==> src/rtl/prog_sequencer.sv <==
// Program sequencer: launches one of three fixed PC-range programs on the fetch unit,
// watches for the end PC or a cycle timeout, and reports completion, error or abort.
module prog_sequencer #(
    parameter logic [15:0] PROG0_START = 16'd0,
    parameter logic [15:0] PROG0_END   = 16'd123,
    parameter logic [15:0] PROG1_START = 16'd124,
    parameter logic [15:0] PROG1_END   = 16'd300,
    parameter logic [15:0] PROG2_START = 16'd301,
    parameter logic [15:0] PROG2_END   = 16'd511,
    parameter logic [15:0] TIMEOUT     = 16'd4000
) (
    input  logic        CLK,
    input  logic        Reset_n,
    input  logic        Start,
    input  logic [1:0]  Prog_Id,
    input  logic        Abort,
    input  logic [15:0] PC,
    output logic        Init,
    output logic [15:0] Start_PC,
    output logic        Run,
    output logic        Busy,
    output logic        Done,
    output logic        Error,
    output logic        Timed_Out,
    output logic [1:0]  Active_Id,
    output logic [15:0] Cycle_Count
);

    // One-hot encoding so each strobe is a single flop bit and cannot glitch.
    typedef enum logic [4:0] {
        IDLE   = 5'b00001,
        LOAD   = 5'b00010,
        RUN    = 5'b00100,
        FINISH = 5'b01000,
        ERR    = 5'b10000
    } state_t;

    localparam logic [15:0] TO_LAST = TIMEOUT - 16'd1;

    state_t      state_q, state_d;
    logic [4:0]  state_bits;
    logic [1:0]  active_id_d;
    logic [15:0] start_pc_d, cycle_count_d, end_pc;
    logic        timed_out_d;

    function automatic logic [15:0] prog_start(input logic [1:0] id);
        case (id)
            2'd0:    prog_start = PROG0_START;
            2'd1:    prog_start = PROG1_START;
            default: prog_start = PROG2_START;
        endcase
    endfunction

    always_comb begin
        case (Active_Id)
            2'd0:    end_pc = PROG0_END;
            2'd1:    end_pc = PROG1_END;
            default: end_pc = PROG2_END;
        endcase
    end

    always_comb begin
        state_d       = state_q;
        active_id_d   = Active_Id;
        start_pc_d    = Start_PC;
        cycle_count_d = Cycle_Count;
        timed_out_d   = Timed_Out;
        case (state_q)
            IDLE: begin
                if (Start) begin
                    if (Prog_Id == 2'd3) begin
                        state_d = ERR;
                    end else begin
                        state_d     = LOAD;
                        active_id_d = Prog_Id;
                        start_pc_d  = prog_start(Prog_Id);
                        timed_out_d = 1'b0;
                    end
                end
            end
            LOAD: begin
                if (Abort) begin
                    state_d = IDLE;
                end else begin
                    state_d       = RUN;
                    cycle_count_d = 16'd0;
                end
            end
            RUN: begin
                // The current cycle is a RUN cycle, so it is counted whatever comes next.
                if (Cycle_Count != 16'hFFFF)
                    cycle_count_d = Cycle_Count + 16'd1;
                if (Abort) begin
                    state_d = IDLE;
                end else if (PC == end_pc) begin
                    state_d = FINISH;
                end else if (Cycle_Count == TO_LAST) begin
                    state_d     = ERR;
                    timed_out_d = 1'b1;
                end
            end
            FINISH:  state_d = IDLE;
            ERR:     state_d = IDLE;
            default: state_d = IDLE;
        endcase
    end

    always_ff @(posedge CLK or negedge Reset_n) begin
        if (!Reset_n) begin
            state_q     <= IDLE;
            Active_Id   <= 2'd0;
            Start_PC    <= 16'd0;
            Cycle_Count <= 16'd0;
            Timed_Out   <= 1'b0;
        end else begin
            state_q     <= state_d;
            Active_Id   <= active_id_d;
            Start_PC    <= start_pc_d;
            Cycle_Count <= cycle_count_d;
            Timed_Out   <= timed_out_d;
        end
    end

    assign state_bits = state_q;
    assign Init  = state_bits[1];
    assign Run   = state_bits[2];
    assign Done  = state_bits[3];
    assign Error = state_bits[4];
    assign Busy  = state_bits[1] | state_bits[2];

endmodule

==> config.mk <==
export PLATFORM = sky130hd
export DESIGN_NAME = prog_sequencer
export DESIGN_NICKNAME = d
export VERILOG_FILES = /design/src/rtl/prog_sequencer.sv
export SDC_FILE = /design/constraint.sdc
export NUM_CORES = 1
export LEC_CHECK = 0
export ABC_CLOCK_PERIOD_IN_PS = 3230
export CORE_ASPECT_RATIO = 1.2
export CORE_MARGIN = 1.5
export CORE_UTILIZATION = 47
export CTS_CLUSTER_SIZE = 16
export DETAILED_ROUTE_END_ITERATION = 12
export GPL_TIMING_DRIVEN = 0
export PLACE_DENSITY = 0.85
export RECOVER_POWER = 25
export REMOVE_ABC_BUFFERS = 1
export SETUP_SLACK_MARGIN = 0.4
export SLEW_MARGIN = 10
export SYNTH_ARGS = -nofsm -noshare
export SYNTH_HDL_FRONTEND = slang
export SYNTH_SLANG_ARGS = --single-unit
==> constraint.sdc <==
create_clock -name CLK -period 3.23 [get_ports CLK]
set_input_delay 0.646 -clock CLK [delete_from_list [all_inputs] [get_ports CLK]]
set_output_delay 0.646 -clock CLK [all_outputs]
set_load 0.005 [all_outputs]
==> flow_summary.toml, run 1 <==
[logic_synthesis]
ys_seq_area_share_pct = 41.5
yosysWarnings = 0
netlist_area_um2 = 1630
synth.top_cell.area_share_pct = 39.9
ys_top_cells_by_area = "dfrtp_1, buf_4, o21ai_0"
synth-seq-cells = 27
synth.distinct_cells = 41
netlist_instances = 184
synth_top_cell_by_area = "dfrtp_1"
avgSynthCellArea_um2 = 8.87

[power_and_ir_drop]
power_mw = 1.16
clkPwrFrac_pct = 16.2
p_seq_share_pct = 45.9
power.share.switching_pct = 31.7
p_sw_mw = 0.366
vdd_drop_max_mv = 0.367
pwr-share-comb_pct = 37.9
p_int_mw = 0.790
cellLeakagePower_nw = 0.886
power_density_nw_per_um2 = 538

[cells_and_area]
drive_above_1_share_pct = 6.96
finish.utilization_pct = 64.4
layout.nets = 254
fillers = 286
layout.cells.non_filler = 267
area.growth.synth_to_final_pct = 31.7
antennaDiodeCount = 0

[clock_tree]
cts_tree = "yes"
clk_pin_slew_ns = 0.09
cts_resized = 0
clk_path_buf_depth = 2
post-cts-setup-buffer-count = 0
clk-insertion-delay-late_ns = 0.27
numCtsBuffers = 3
clock-sinks = 27
htreeDepth = 1
cts_root_buf = "clkbuf_8"
cts-hold-fix-buffers = 0

[die]
core_um2 = 3340
io_pins = 62
fp.dieW_um = 56.8
dieArea_um2 = 3840
start_util_pct = 48.9
rows = 23
dieHeight_um = 67.5

[timing]
slew_violations = 0
post-route-period-util_pct = 74.9
relSlewSlack_pct = 5.31
timing.hold.ws_ns = 0.522
tightestPinTransition_ns = 1.42
fin_setup_tns_ns = 0
setup_viol = 0
fmax_mhz = 414
rsz0062_at_grt = "no"
hold_viol = 0
finClkSkew_ns = 0.00325
period_minus_slack_ns = 2.42

[worst_setup_path]
endpoint = "Cycle_Count[9]$_DFFE_PN0P_"
critPathLaunch = "Abort"
worstRegToRegCells = 6
r2r_start = "Cycle_Count[0]$_DFFE_PN0P_"
r2r_end = "Cycle_Count[9]$_DFFE_PN0P_"
required_ns = 3.43
rrSetupSlack_ns = 0.95
worst-path-max-fanout = 16
worst-setup-path-type = "in2reg"
worstSetupStartpointType = "primary input"
end_kind = "flip-flop"
worstPathArrival_ns = 2.61

[grt]
grt_use_total_pct = 20.1
grt_max_degree = 28
grt_pass1_wl_um = 6150
grt_pass1_vias = 1430
antenna_found_initial = 0
overflow = 0

[routing]
drtPass1Iterations = 4
antenna_left = 0
dr_total_vias = 1529
wl_um = 3670
via_per_inst = 5.73
route.detailed.drc = 0
wire_per_inst_um = 13.7
drt_iter0_drc = 42

[job]
cap_violations = 0

[placed_design]
dpl.hpwl_um = 2760
gp_congestion = 0.866
portBuffers = 52
dp_cells = 263

[worst_hold_path]
hold_class = "reg2reg"
min-delay-start = "Timed_Out$_DFFE_PN0P_"

[status]
status = "completed"
## cells in the mapped netlist (all sizes together)
cell,count
o21ai,16
a211oi,1
or2,3
conb,1
nand4,7
nand2,11
nor3b,4
nor2,14
dfstp,1
ha,1
a41o,2
clkbuf,3
o31ai,1
nor4,2
o22ai,1
or3,4
o211ai,1
nor2b,1
buf,15
nor3,9
and4,2
a21oi,8
or4,1
and2,4
nand2b,4
inv,5
a311oi,2
dfrtp,26
a22o,1
and3,4
mux2,4
a32oi,1
nand3,12
xnor2,3
xor2,1
a21o,4
a2111oi,2
a31oi,2
## cell families (layout without fill, tap and decap cells)
logic type / count (synthesis) / after routing / share of synthesized area [%]
adders and majority gates: 1 / 1 / 0.767
buffers and inverters: 23 / 61 / 8.44
xor gates and xnor gates: 4 / 4 / 2.15
AOI/OAI and AO/OA: 42 / 42 / 16.9
other: 1 / 9 / 0.230
DFF: 27 / 27 / 41.5
and+or+nand+nor: 82 / 82 / 27.3
muxes: 4 / 4 / 2.76
## cells in the final DEF, fill, tap and decap left out, types with 2 or more instances in the layout
cell type and instances:
nor3b_1 2, nor3_1 9, nor2_1 14, or2_2 3, nor4_1 2, conb_1 9, mux2_2 4, nand3_1 12
clkdlybuf4s50_1 51, clkbuf_8 3, nand2_1 11, and3_1 4, xnor2_1 3, nand4_1 7, inv_1 5, and4_1 2
a31oi_1 2, a21o_1 4, dfrtp_1 26, and2_1 4, o21ai_0 16, or3_1 4, a41o_1 2, a21oi_1 8
nor3b_2 2, a311oi_1 2, nand2b_1 4
## critical path, stage by stage
cell and delay, ns:
clkdlybuf4s50_1 0.53, nor3b_2 0.22, o211ai_2 0.17, a21o_1 0.35, or4_1 0.55, a21oi_1 0.15
## sequential cells by signal, summed over array words and instances, names as in the netlist
name	flops
Timed_Out	1
Cycle_Count	16
Active_Id	2
Start_PC	3
state_bits	5
## worst min path at each step
stage | slack (ns) | endpoint | depth (start not counted)
final | 0.52 | Timed_Out$_DFFE_PN0P_ | 1
after global routing | 0.56 | Start_PC[6]$_DFFE_PN0P_ | 1
after CTS | 0.53 | Timed_Out$_DFFE_PN0P_ | 1
after detailed placement | 0.50 | Timed_Out$_DFFE_PN0P_ | 1
after global placement | 0.49 | Timed_Out$_DFFE_PN0P_ | 1
after floorplan | 0.35 | Active_Id[0]$_DFFE_PN0P_ | 0
## layer usage
layer | global-route usage [%] | up-vias | routed length [um]
met4 | 6.69 | 0 | 23
met2 | 36.8 | 45 | 1780
li1 | - | 751 | -
met3 | 3.07 | 2 | 221
met5 | 0 | - | 0
met1 | 24.4 | 731 | 1650
## through the flow
step | cell area, um^2 | worst slack (ns)
2_1_floorplan | 1540 | 1.17
3_3_place_gp | 2110 | 0.556
3_5_place_dp | 2110 | 0.525
4_1_cts | 2160 | 0.797
5_1_grt | 2150 | 0.701
6_report | 2150 | 0.812
## power by group through the flow
stage	combinational, mW	clock (mW)	sequential (mW)
after floorplan	0.163	0	0.525
after global placement	0.432	0	0.531
after detailed placement	0.443	0	0.536
after CTS	0.445	0.196	0.529
after global routing	0.482	0.210	0.549
final	0.438	0.187	0.530
## cell type report
class,count,area [um^2],share of cell area (%)
clock buffers,3,41.3,1.92
flip-flops and latches,27,677,31.5
inverters,5,18.8,0.873
repair buffers,52,514,23.9
well taps,37,46.3,2.15
clock inverters,1,5.00,0.233
multi-input cells,142,847,39.4
Power figures use the tool's default switching activity.
==> run 2: changes to the inputs <==
Settings changed: ABC_CLOCK_PERIOD_IN_PS 3230 to 2009, CORE_UTILIZATION 47 to 40, PLACE_DENSITY 0.85 to 0.77.
Clock period 3.23 ns to 2.01 ns, I/O delays scaled along.
==> flow_summary.toml, run 2 (synthesis results as in run 1) <==
[status]
status = "completed"

[power_and_ir_drop]
power_density_nw_per_um2 = 801
cellLeakagePower_nw = 1.34
vdd_drop_max_mv = 0.591

[die]
fp.dieW_um = 61.3
dieArea_um2 = 4470
io_pins = 62
rows = 25
start_util_pct = 41.4
core_um2 = 3940
dieHeight_um = 73.0

[cells_and_area]
antennaDiodeCount = 0
finish.utilization_pct = 68.8
area.growth.synth_to_final_pct = 66.3
mostFrequentLayoutCells = "buf_4, clkdlybuf4s50_1, dfrtp_1"
stdcell_area_um2 = 2710
drive_above_1_share_pct = 33.1
largest_register = "Cycle_Count"
final_common_cell = "buf_4"
largest_reg_flops = 16
fillers = 297
layout.nets = 293

[routing]
route.detailed.drc = 0
dr_total_vias = 1779
antenna_left = 0
wire_per_inst_um = 15.8
drt_iter0_drc = 138
drtPass1Iterations = 4
wl_um = 5120
via_per_inst = 5.51

[placed_design]
placed_area_um2 = 2130
gp_congestion = 0.819
portBuffers = 52
pre_cts_ws_ns = -0.454
dpl.hpwl_um = 2820

[clock_tree]
clock-sinks = 27
cts_root_buf = "clkbuf_8"
clk-insertion-delay-late_ns = 0.28
cts_tree = "yes"
htreeDepth = 1
numCtsBuffers = 3
clk_path_buf_depth = 2
cts-hold-fix-buffers = 0
clk_pin_slew_ns = 0.10

[timing]
finClkSkew_ns = 0.00472
hold_viol = 0
post-route-period-util_pct = 95.5
relSlewSlack_pct = 3.06
rsz0062_at_grt = "yes"
timing.hold.ws_ns = 0.449
tightestPinTransition_ns = 1.45
slew_violations = 0
fin_ws_ns = 0.0903
period_minus_slack_ns = 1.92
fin_setup_tns_ns = 0
fmax_mhz = 521
setup_viol = 0

[grt]
grt_pass1_vias = 1612
grt_max_degree = 28
grt_pass1_wl_um = 7020
overflow = 0
antenna_found_initial = 0
grt_use_total_pct = 20.2

[worst_setup_path]
worstPathArrival_ns = 2.14
worst-setup-path-type = "reg2reg"
required_ns = 2.23
worstSetupStartpointType = "flip-flop"
end_kind = "flip-flop"
worst-path-max-fanout = 5

[worst_hold_path]
hold_class = "in2async"

[job]
cap_violations = 0
==> run 2: cell types whose count changed in the layout (fill, tap and decap cells not counted), sizes merged <==
cell / before / now
buf: 0 / 39
clkbuf: 4 / 5
clkdlybuf4s50: 51 / 26
clkinv: 1 / 0
clkinvlp: 0 / 1
dlygate4sd2: 0 / 9
dlymetal6s2s: 0 / 15
==> run 2: cell type report <==
| cell class | instances | area [um^2] | area share (%) |
|---|---|---|---|
| clock buffers | 3 | 41.3 | 1.52 |
| clock inverters | 1 | 7.51 | 0.277 |
| inverters | 5 | 18.8 | 0.692 |
| multi-input cells | 142 | 1030 | 38.1 |
| flip-flops and latches | 27 | 687 | 25.3 |
| well taps | 54 | 67.6 | 2.49 |
| repair buffers | 91 | 856 | 31.5 |
==> run 2: final timing paths <==
path,cells after the start,from,slack [ns],end
worst max-delay path,6,Cycle_Count[1]$_DFFE_PN0P_,0.09,Cycle_Count[9]$_DFFE_PN0P_
worst min-delay path,1,Reset_n,0.45,Cycle_Count[13]$_DFFE_PN0P_
worst max register to register,6,Cycle_Count[1]$_DFFE_PN0P_,0.09,Cycle_Count[9]$_DFFE_PN0P_
worst min register to register,1,Timed_Out$_DFFE_PN0P_,0.52,Timed_Out$_DFFE_PN0P_
max in group asynchronous,1,Reset_n,0.61,Cycle_Count[14]$_DFFE_PN0P_
min in group CLK,1,Timed_Out$_DFFE_PN0P_,0.52,Timed_Out$_DFFE_PN0P_
==> run 2: repair_timing <==
action,in CTS,in global routing
setup endpoints to repair,44,42
pin swaps,11,15
buffers inserted,23,16
resized for setup,45,43
==> run 2: per-layer routing <==
metal,vias to the layer above,track usage [%],routed length (um)
met5,-,0,0
met4,0,6.52,69
met3,8,2.13,329
met2,78,37.1,2760
met1,870,23.8,1960
li1,823,-,-
==> run 2: stage by stage <==
step / power, mW / instances
after floorplan: 1.11 / 174
after global placement: 1.55 / 280
after detailed placement: 1.57 / 280
after CTS: 2.05 / 307
after global routing: 2.30 / 323
final: 2.17 / 323
==> run 2: critical path: stages (launching register included) <==
cell and delay, ns:
dfrtp_1 0.40, ha_2 0.19, and3_4 0.20, and4_4 0.20
a21o_4 0.23, or4_4 0.48, a21oi_2 0.14
==> run 2: where the power goes <==
| part | internal (mW) | leakage, nW | switching, mW |
|---|---|---|---|
| clock network | 0.141 | 0.0217 | 0.181 |
| registers | 0.683 | 0.342 | 0.142 |
| logic | 0.624 | 0.973 | 0.404 |
| total | 1.45 | 1.34 | 0.726 |
